## config.mk

```make
export PLATFORM = sky130hd
export DESIGN_NAME = ln_sample_sequencer
export DESIGN_NICKNAME = d
export VERILOG_FILES = /design/src/rtl/ln_sample_sequencer.sv
export SDC_FILE = /design/constraint.sdc
export NUM_CORES = 1
export LEC_CHECK = 0
export CAP_MARGIN = 15
export CORE_ASPECT_RATIO = 0.9
export CORE_MARGIN = 10
export CORE_UTILIZATION = 37
export CTS_CLUSTER_SIZE = 30
export DETAILED_ROUTE_END_ITERATION = 10
export PLACE_DENSITY = 0.79
export RECOVER_POWER = 100
export SLEW_MARGIN = 25
export SYNTH_ARGS = -nofsm -noshare
export SYNTH_HDL_FRONTEND = slang
export SYNTH_SLANG_ARGS = --single-unit
```

## constraint.sdc

```tcl
create_clock -name CLK -period 1.9 [get_ports CLK]
set_clock_uncertainty 0.15 [all_clocks]
set_input_delay 0.285 -clock CLK [delete_from_list [all_inputs] [get_ports CLK]]
set_output_delay 0.285 -clock CLK [all_outputs]
set_load 0.1 [all_outputs]
```

## src/rtl/ln_sample_sequencer.sv

```systemverilog
// ln_sample_sequencer: runs one LINEALIZADOR_NORMALIZADOR conversion per I/V sample; define SEQ_TIMEOUT_EN for the WAIT abort
`timescale 1ns/1ps
module ln_sample_sequencer #(
    parameter int P          = 32,
    parameter int RST_CYCLES = 4,
    parameter int TIMEOUT    = 2500,
    parameter int CNT_W      = 16
) (
    input  logic             CLK,
    input  logic             RST_SEQ_N,
    input  logic             IN_VALID,
    output logic             IN_READY,
    input  logic [P-1:0]     IN_I,
    input  logic [P-1:0]     IN_V,
    output logic [P-1:0]     I,
    output logic [P-1:0]     V,
    output logic             RST_LN_FF,
    output logic             Begin_FSM_I,
    output logic             Begin_FSM_V,
    input  logic             ACK_I,
    input  logic             ACK_V,
    input  logic [P-1:0]     RESULT_I,
    input  logic [P-1:0]     RESULT_V,
    output logic             OUT_VALID,
    input  logic             OUT_READY,
    output logic [P-1:0]     OUT_I,
    output logic [P-1:0]     OUT_V,
    output logic             ERR_TIMEOUT,
    output logic [CNT_W-1:0] SAMPLE_CNT
);
    localparam int RW = $clog2(RST_CYCLES + 1);
    localparam logic [RW-1:0] R_LAST = RW'(RST_CYCLES - 1);
    typedef enum logic [2:0] {IDLE, CLR, START, WAIT, DONE} state_t;
    state_t state;
    logic [RW-1:0] rcnt;
    logic flag_i, flag_v, both;
`ifdef SEQ_TIMEOUT_EN
    localparam int TW = $clog2(TIMEOUT + 1);
    localparam logic [TW-1:0] T_LAST = TW'(TIMEOUT - 1);
    logic [TW-1:0] tcnt;
    logic abort;
`else
    assign ERR_TIMEOUT = TIMEOUT < 0;
`endif
    assign both = (flag_i | ACK_I) & (flag_v | ACK_V);
    // Sequencer FSM: every output is a register updated on the transition into the state that owns it
    always_ff @(posedge CLK) begin
        if (!RST_SEQ_N) begin
            state       <= IDLE;
            rcnt        <= '0;
            flag_i      <= 1'b0;
            flag_v      <= 1'b0;
            IN_READY    <= 1'b0;
            I           <= '0;
            V           <= '0;
            RST_LN_FF   <= 1'b1;
            Begin_FSM_I <= 1'b0;
            Begin_FSM_V <= 1'b0;
            OUT_VALID   <= 1'b0;
            OUT_I       <= '0;
            OUT_V       <= '0;
            SAMPLE_CNT  <= '0;
`ifdef SEQ_TIMEOUT_EN
            tcnt        <= '0;
            abort       <= 1'b0;
            ERR_TIMEOUT <= 1'b0;
`endif
        end else begin
            case (state)
                IDLE: begin
                    if (IN_VALID && IN_READY) begin
                        I         <= IN_I;
                        V         <= IN_V;
                        IN_READY  <= 1'b0;
                        RST_LN_FF <= 1'b1;
                        rcnt      <= '0;
                        state     <= CLR;
                    end else begin
                        IN_READY <= 1'b1;
                    end
                end
                CLR: begin
                    flag_i <= 1'b0;
                    flag_v <= 1'b0;
                    if (rcnt == R_LAST) begin
                        RST_LN_FF <= 1'b0;
`ifdef SEQ_TIMEOUT_EN
                        if (abort) begin
                            abort    <= 1'b0;
                            IN_READY <= 1'b1;
                            state    <= IDLE;
                        end else begin
`else
                        begin
`endif
                            Begin_FSM_I <= 1'b1;
                            Begin_FSM_V <= 1'b1;
                            state       <= START;
                        end
                    end else begin
                        rcnt <= rcnt + RW'(1);
                    end
                end
                START: begin
                    Begin_FSM_I <= 1'b0;
                    Begin_FSM_V <= 1'b0;
`ifdef SEQ_TIMEOUT_EN
                    tcnt        <= '0;
`endif
                    state       <= WAIT;
                end
                WAIT: begin
                    if (ACK_I && !flag_i) begin
                        OUT_I  <= RESULT_I;
                        flag_i <= 1'b1;
                    end
                    if (ACK_V && !flag_v) begin
                        OUT_V  <= RESULT_V;
                        flag_v <= 1'b1;
                    end
                    if (both) begin
                        OUT_VALID <= 1'b1;
                        state     <= DONE;
                    end
`ifdef SEQ_TIMEOUT_EN
                    else if (tcnt == T_LAST) begin
                        ERR_TIMEOUT <= 1'b1;
                        abort       <= 1'b1;
                        RST_LN_FF   <= 1'b1;
                        rcnt        <= '0;
                        state       <= CLR;
                    end else begin
                        tcnt <= tcnt + TW'(1);
                    end
`endif
                end
                DONE: begin
                    if (OUT_READY) begin
                        OUT_VALID  <= 1'b0;
                        SAMPLE_CNT <= SAMPLE_CNT + CNT_W'(1);
                        IN_READY   <= 1'b1;
                        state      <= IDLE;
                    end
                end
                default: state <= IDLE;
            endcase
        end
    end
endmodule

```

# Yosys cells after proc, flatten, opt, wreduce, memory -nomap -nowiden
# Index checks and enable logic that the tools add are counted.
[op_classes]
n_addsub = 2
eq_ne = 12
muxes = 23
n_bitwise = 3
n_reduce_logical = 23
[ops]
columns = ["cell", "n"]
rows = [
  ["3-bit two-way mux", 6],
  ["16-bit by 1-bit adder with 16-bit output, second input constant", 1],
  ["2-bit AND reduction", 8],
  ["3-bit case mux with 5 select lines", 1],
  ["2-bit inequality test, second input constant", 7],
  ["1-bit case mux with 2 select lines", 6],
  ["2-bit nonzero test", 5],
  ["3-bit by 2-bit equality test with 1-bit output, second input constant", 3],
  ["1-bit two-way mux", 9],
  ["3-bit AND reduction", 3],
  ["3-bit case mux with 2 select lines", 1],
  ["4-bit AND reduction", 1],
  ["3-bit by 1-bit adder with 3-bit output, second input constant", 1],
  ["3-bit by 1-bit equality test with 1-bit output, second input constant", 1],
  ["3-bit equality test, second input constant", 1],
  ["1-bit logical AND", 3],
  ["3-bit zero test", 1],
  ["1-bit zero test", 2],
  ["1-bit OR", 2],
  ["1-bit bitwise AND", 1],
]
[totals]
ff_bits = 156
inputBits = 134
out_inout_bits = 150
word_cells = 76

# Longest topological paths before layout
# Gate-level depths: netlist of run 1.
[depth]
word_depth = 4
ltp_mapped = 7
ltp_nobuf = 6

# Worst setup path after synthesis of run 1
# No wires, ideal clock.
[synth_path]
path_kind = "register to register"
from = "reg IN_READY"
to = "reg rcnt[0]"
setup_ns = 0.115
arrival_time_ns = 2.244
t_required_ns = 1.635
path_slack_ns = -0.609
stages_incl_launch_ff = 7
path_buffers = 2
synth_period_minus_slack_ns = 2.509
path_cell_list = "dfxtp_1 -> nand2_1 -> or4_1 -> clkbuf_1 -> buf_6 -> and3_1 -> o21a_1"
[synth_via]
elab_chain_cells = 3
[synth_rtl]
columns = ["item", "line", "text"]
rows = [
  ["start: declaration", "12", "output logic IN_READY,"],
  ["start signal: assignment", "53", "IN_READY <= 1'b0;"],
  ["start signal: assignment", "74", "IN_READY <= 1'b0;"],
  ["start signal: assignment", "79", "IN_READY <= 1'b1;"],
  ["1-bit logical AND", "71", "if (IN_VALID && IN_READY) begin"],
  ["2-bit inequality test (no line)", "n/a", ""],
  ["3-bit AND reduction (no line)", "n/a", ""],
  ["end signal: assignment", "101", "rcnt <= rcnt + RW'(1);"],
  ["end: declaration", "35", "logic [RW-1:0] rcnt;"],
]
# Every way passes these cells.
# A chain may end at the register's enable or synchronous reset.

# Worst setup path after layout of run 1
[layout_path]
from = "reg state[0]"
to = "reg V[9]"
[layout_via]
elab_chain_cells = 2
[layout_rtl]
columns = ["item", "line", "text"]
rows = [
  ["start: declaration", "34", "state_t state;"],
  ["start signal: assignment", "49", "state <= IDLE;"],
  ["start signal: assignment", "77", "state <= CLR;"],
  ["start signal: assignment", "98", "state <= START;"],
  ["3-bit zero test", "69", "case (state)"],
  ["2-bit AND reduction (no line)", "n/a", ""],
  ["end signal: assignment", "55", "V <= '0;"],
  ["end signal: assignment", "73", "V <= IN_V;"],
  ["end: declaration", "16", "output logic [P-1:0] V,"],
]
# Every way passes these cells.

==> flow_metrics.tcl, run 1 <==
set metrics [dict create \
    worstSetupPathType "reg -> reg" \
    synth_fp_nets 845 \
    synth.top_cell.area_share_pct 50.8 \
    drc_errors 0 \
    final_layout_size_suffix_gt1_share_pct 23.6 \
    grtUsageMet2_pct 30.7 \
    cts_root_buffer "clkbuf_16" \
    yosys.area.top_type "dfxtp_1" \
    post-place-cells 1178 \
    ys.flop_type "dfxtp_1" \
    ir_drop_uv 654 \
    syn_inst 708 \
    grt_pass1_vias 5871 \
    firstDrtPassIters 4 \
    grt_antenna_before_repair 0 \
    num_antenna_cells 0 \
    gp_congestion 0.838 \
    clock.fmax_mhz 547 \
    routedWlPerCell_um 17.0 \
    place_hpwl_um 15900 \
    crit_required_ns 2.05 \
    die_area_sq_mm 0.0222 \
    cts_hold_buf 0 \
    cp_max_fo 38 \
    fin_crit_sh_pct 96.2 \
    status "finished clean" \
    synth_edf_count 0 \
    layout_commonest_cell "nand2_1" \
    viasPerCell 4.77 \
    grt_pass1_wl_um 31800 \
    use_met1_pct 19.3 \
    post-route-util_pct 70.0 \
    nNetsFinal 1127 \
    io_pins 284 \
    synth_area_leaders "dfxtp_1 (51%), nand2_1 (16%), a21boi_1 (12%), a21boi_0 (4.9%), clkbuf_1 (1.8%)" \
    cts-htree-levels 4 \
    ys_ff_latch 156 \
    cp_top_family "simple AND/OR/NAND/NOR gates" \
    stdcell_count 1206 \
    synth.distinct_cells 42 \
    cts_max_path_buffers 2 \
    grt_setup_unrepaired "yes" \
    seq_area_frac_synth_pct 50.8 \
    ys.warnings.count 0 \
    cap_violations 0 \
    grt-ovfl-total 0 \
    synthArstFlopShare_pct 0 \
    area_delta_synth_final_pct 84.8 \
    worst-path-buf-inv 1 \
    drtAntennaViolNets 0 \
    slew_violations 0 \
    io_buffers 282 \
    rows 44 \
    clk_pin_slew_ns 0.06 \
    num_vias 5756 \
    p_leak_nw 4.22 \
    power_density_mw_per_mm2 707 \
    syn_avg_cell_area_sq_um 8.68 \
    crit_arrival_ns 1.98 \
    crit_path_start_kind "flip-flop" \
    dieHeight_um 142 \
    first_iter_violations 220 \
    grt_usage_pct 18.0 \
    power_mw 8.03 \
    wl_um 20500 \
    min_period_ns 1.83 \
    setup_violations 0 \
    grt_use_met3_pct 9.61 \
    gr-max-usage-layer "met2" \
    layout_common_cells "nand2_1 (269), buf_12 (158), dfxtp_1 (141)" \
    synth_area_sq_mm 0.00615 \
    hold_violations 0 \
    cts_tree "yes" \
    hold_path.class "in -> reg" \
    fin_hold_ws_ns 0.215 \
    endpoint_kind "flip-flop" \
    clk_latency_ns 0.41 \
    slowest_delay_ns 0.80 \
    cts_made_buffers 17 \
    cp_slowest_cell "or4_2" \
    start_util_pct 37.9 \
    die_w_um 156 \
    cp_cell_sequence "or4_2, buf_12, nand2_1, a21boi_1" \
    coreArea_sq_mm 0.0162 \
    clkSinkCount 156 \
    grt_max_degree 95 \
]
==> repair_timing <==
| item | in CTS | in global routing |
|---|---|---|
| resized for setup | 0 | 7 |
| setup buffers | 0 | 0 |
| setup endpoints to repair | 0 | 4 |
==> power breakdown <==
group	total [mW]	internal [mW]	switching [mW]
registers	3.43	3.35	0.0827
logic	1.50	0.674	0.827
clock network	3.10	1.82	1.28
total	8.03	5.84	2.19
==> layout make-up <==
class / instances / area, sq um
Multi-Input combinational cell: 497 / 2740
Clock buffer: 23 / 498
Timing Repair Buffer: 313 / 4660
Tap cell: 207 / 259
Inverter: 5 / 18.8
Clock inverter: 5 / 36.3
Fill cell: 1175 / 4880
Sequential cell: 156 / 3140
==> routing by layer <==
layer	wire (um)	vias up
met1	7710	2678
met5	0	-
li1	-	2867
met2	10300	198
met3	2240	13
met4	231	0
==> logic make-up (layout without fill, tap and decap cells) <==
logic type | count (synthesis) | count (layout) | synth area share (%)
flops | 156 | 156 | 50.8
buf+inv | 55 | 346 | 4.95
fa+ha+maj | 3 | 3 | 0.611
xor+xnor | 8 | 8 | 1.14
other cells | 1 | 1 | 0.0610
mux | 5 | 5 | 0.814
simple gates | 330 | 330 | 23.6
compound gates | 150 | 150 | 18.0
==> synth_stat cells, types with 3 or more instances <==
| library cell | n |
|---|---|
| dfxtp_1 | 156 |
| nand4_1 | 4 |
| inv_1 | 5 |
| ha_1 | 3 |
| nor2b_1 | 3 |
| clkbuf_1 | 30 |
| nand2_1 | 270 |
| buf_2 | 3 |
| a21boi_0 | 40 |
| nor2_1 | 5 |
| buf_6 | 8 |
| nand2b_1 | 7 |
| o21a_1 | 3 |
| mux2i_1 | 5 |
| or3_1 | 3 |
| xnor2_1 | 7 |
| a21boi_1 | 95 |
| nand3b_1 | 3 |
| o21ai_0 | 6 |
| nand3_1 | 8 |
| and2_1 | 10 |
| buf_4 | 9 |
==> sequential cells by signal, indices dropped and copies added, names as in the netlist, 3 cells and up <==
signal      flops
I              32
OUT_I          32
OUT_V          32
V              32
SAMPLE_CNT     16
rcnt            3
state           3
==> metrics by stage <==
stage                     cell area, sq um  setup TNS [ns]  setup slack, ns
after CTS                            11300               0           0.0420
after global placement               10800          -14.94           -0.248
after global routing                 11400        -0.00416         -0.00216
after floorplan                       6170         -0.0165          -0.0165
after detailed placement             10800          -17.63           -0.289
final                                11400               0           0.0730
==> path summary, 6_finish.rpt <==
path	from	end	slack, ns	cells after the start
worst max-delay path	state[0]	V[9]	0.07	4
worst min-delay path	RST_SEQ_N	OUT_VALID	0.22	3
worst max register to register	state[0]	V[9]	0.07	4
worst min register to register	rcnt[1]	rcnt[1]	0.33	2
==> worst reg2reg max path: cells and delay by family (launching register included) <==
family	cells	cell delay, ns
and+or+nand+nor	2	0.91
AOI/OAI and AO/OA	1	0.07
DFF	1	0.36
buffers and inverters	1	0.24
Note: power is estimated with default switching activity, not from simulation.
==> run 2, diff against run 1 <==
CORE_MARGIN = 3   (was 10)
PLACE_DENSITY = 0.82   (was 0.79)
==> run 2 against run 1 <==
  * Hold slack worse by 0.058 ns
  * Core utilization is 13 points lower
  * Die area is 18% lower
  * Critical path depth is 2 higher
  * Worst setup slack worse by 0.0038 ns
  * Sequential cell count stayed put
  * Largest power group unchanged
  * Sequential share of layout area is 6.5 points higher
  * Fmax is 0.21% lower
  * Global-route usage is 3.1 points higher
==> flow_metrics.tcl, run 2 (synthesized netlist as in run 1, its figures left out) <==
set metrics [dict create \
    crit_required_ns 2.04 \
    dieHeight_um 128 \
    fin_area_sq_mm 0.00920 \
    num_vias 5838 \
    grt_setup_unrepaired "no" \
    final_layout_size_suffix_gt1_share_pct 23.1 \
    status "finished clean" \
    switching_share_pct 28.9 \
    ir_drop_uv 608 \
    worstSetupStartpoint "rcnt[0]" \
    r2r-end "rcnt[2]" \
    crit_path_start_kind "flip-flop" \
    r2r_slack_ns 0.07 \
    ff_latch_area_sq_mm 0.00314 \
    reg2reg_depth 6 \
    wl_um 19600 \
    place_area_sq_mm 0.0108 \
    start_util_pct 38.0 \
    cp_cell_sequence "ha_1, ha_2, or4b_4, clkbuf_2, a31oi_1, nor2b_1" \
    hold_violations 0 \
    cts-htree-levels 4 \
    viasPerCell 4.83 \
    grt_antenna_before_repair 0 \
    area_delta_synth_final_pct 49.6 \
    drc_errors 0 \
    cp_slowest_cell "or4b_4" \
    first_iter_violations 234 \
    min_to "OUT_I[19]" \
    combPwrFrac_pct 15.9 \
    fin_hold_ws_ns 0.158 \
    cp_max_fo 5 \
    multiInputGateArea_sq_mm 0.00272 \
    hold_path_startpoint "RST_SEQ_N" \
    stdcell_count 1208 \
    p_leak_nw 3.63 \
    power_mw 7.95 \
    worstReg2RegStart "rcnt[0]" \
    relSlewSlack_pct 61.4 \
    worst_pin_slew_ns 0.582 \
    rows 44 \
    post-place-cells 1176 \
    worstSetupPathType "reg -> reg" \
    holdPathStages 2 \
    layout_common_cells "nand2_1 (269), clkbuf_2 (145), dfxtp_1 (142)" \
    drtAntennaViolNets 0 \
    cts_made_buffers 17 \
    power_density_mw_per_mm2 864 \
    endpoint_kind "flip-flop" \
    fillCellCount 1410 \
    clock.fmax_mhz 546 \
    cap_violations 0 \
    clk_pin_slew_ns 0.06 \
    min_period_ns 1.83 \
    post-route-util_pct 56.8 \
    grt_pass1_wl_um 30700 \
    io_pins 284 \
    layout_commonest_cell "nand2_1" \
    setup_violations 0 \
    slew_violations 0 \
    crit_arrival_ns 1.97 \
    p_sw_mw 2.29 \
    clkSinkCount 156 \
    cts_root_buffer "clkbuf_16" \
    nNetsFinal 1125 \
    intPower_mw 5.65 \
    worst-path-buf-inv 1 \
    grt_pass1_vias 6028 \
    cts_max_path_buffers 2 \
    power_frac_clock_pct 41.4 \
    slowest_delay_ns 0.48 \
    firstDrtPassIters 4 \
    dpl_worst_slack_ns -0.310 \
    hold_path.class "in -> reg" \
    grt-ovfl-total 0 \
    gp_congestion 0.805 \
    cp_top_family "simple AND/OR/NAND/NOR gates" \
    place_hpwl_um 14600 \
    p_seq_share_pct 42.7 \
    clk_latency_ns 0.41 \
    routedWlPerCell_um 16.2 \
    die_area_sq_mm 0.0182 \
    grt_usage_pct 21.1 \
    io_buffers 282 \
    die_w_um 142 \
    cts_tree "yes" \
    fin_crit_sh_pct 96.4 \
    tns_ns 0 \
    num_antenna_cells 0 \
    coreArea_sq_mm 0.0162 \
    finalWorstSetupSlack_ns 0.0692 \
    grt_max_degree 51 \
]
## run 2: cell types whose count changed in the layout (fill, tap and decap cells not counted), sizes merged
cell and change:
bufinv +1, clkbuf +145, clkinvlp +3, buf -151, inv +4
## run 2: worst reg2reg max path, stage by stage (launching register included)
cell and delay (ns):
dfxtp_1 0.32, ha_1 0.20, ha_2 0.17, or4b_4 0.48, clkbuf_2 0.16, a31oi_1 0.17
nor2b_1 0.06
## run 2: cell type report
| class | count | area share [%] |
|---|---|---|
| repair buffers | 311 | 27.0 |
| multi-input cells | 497 | 29.6 |
| well taps | 207 | 2.82 |
| inverters | 5 | 0.204 |
| flip-flops and latches | 156 | 34.2 |
| clock inverters | 13 | 1.41 |
| clock buffers | 19 | 4.82 |
## run 2: power by group through the flow
stage | clock [mW] | sequential, mW | combinational (mW)
global route | 3.51 | 3.40 | 1.33
detailed placement | 0 | 3.51 | 1.52
CTS | 3.37 | 3.43 | 1.52
global placement | 0 | 3.50 | 1.50
finish | 3.29 | 3.39 | 1.26
floorplan | 0 | 4.00 | 0.272
## run 2: how the worst max path moves through the flow
stage	end	slack (ns)	depth (start not counted)
3_3_place_gp	rcnt[0]	-0.28	5
6_report	rcnt[2]	0.07	6
3_5_place_dp	V[30]	-0.31	6
4_1_cts	V[23]	0.03	4
5_1_grt	I[28]	0.01	4
2_1_floorplan	rcnt[0]	-0.02	6
## run 2: what timing repair did
action	in CTS	in global routing
setup endpoints to repair	0	19
resized for setup	0	7
buffers inserted	0	0
hold buffers	0	0
## run 2: layer usage
| layer | up-vias | wire length (um) | share of wire [%] | global-route usage, % |
|---|---|---|---|---|
| li1 | 2874 | - | - | - |
| met2 | 231 | 9590 | 49 | 36.1 |
| met1 | 2696 | 7590 | 39 | 24.0 |
| met4 | 0 | 558 | 2.8 | 7.51 |
| met5 | - | 0 | 0 | 0 |
| met3 | 37 | 1890 | 9.6 | 8.17 |
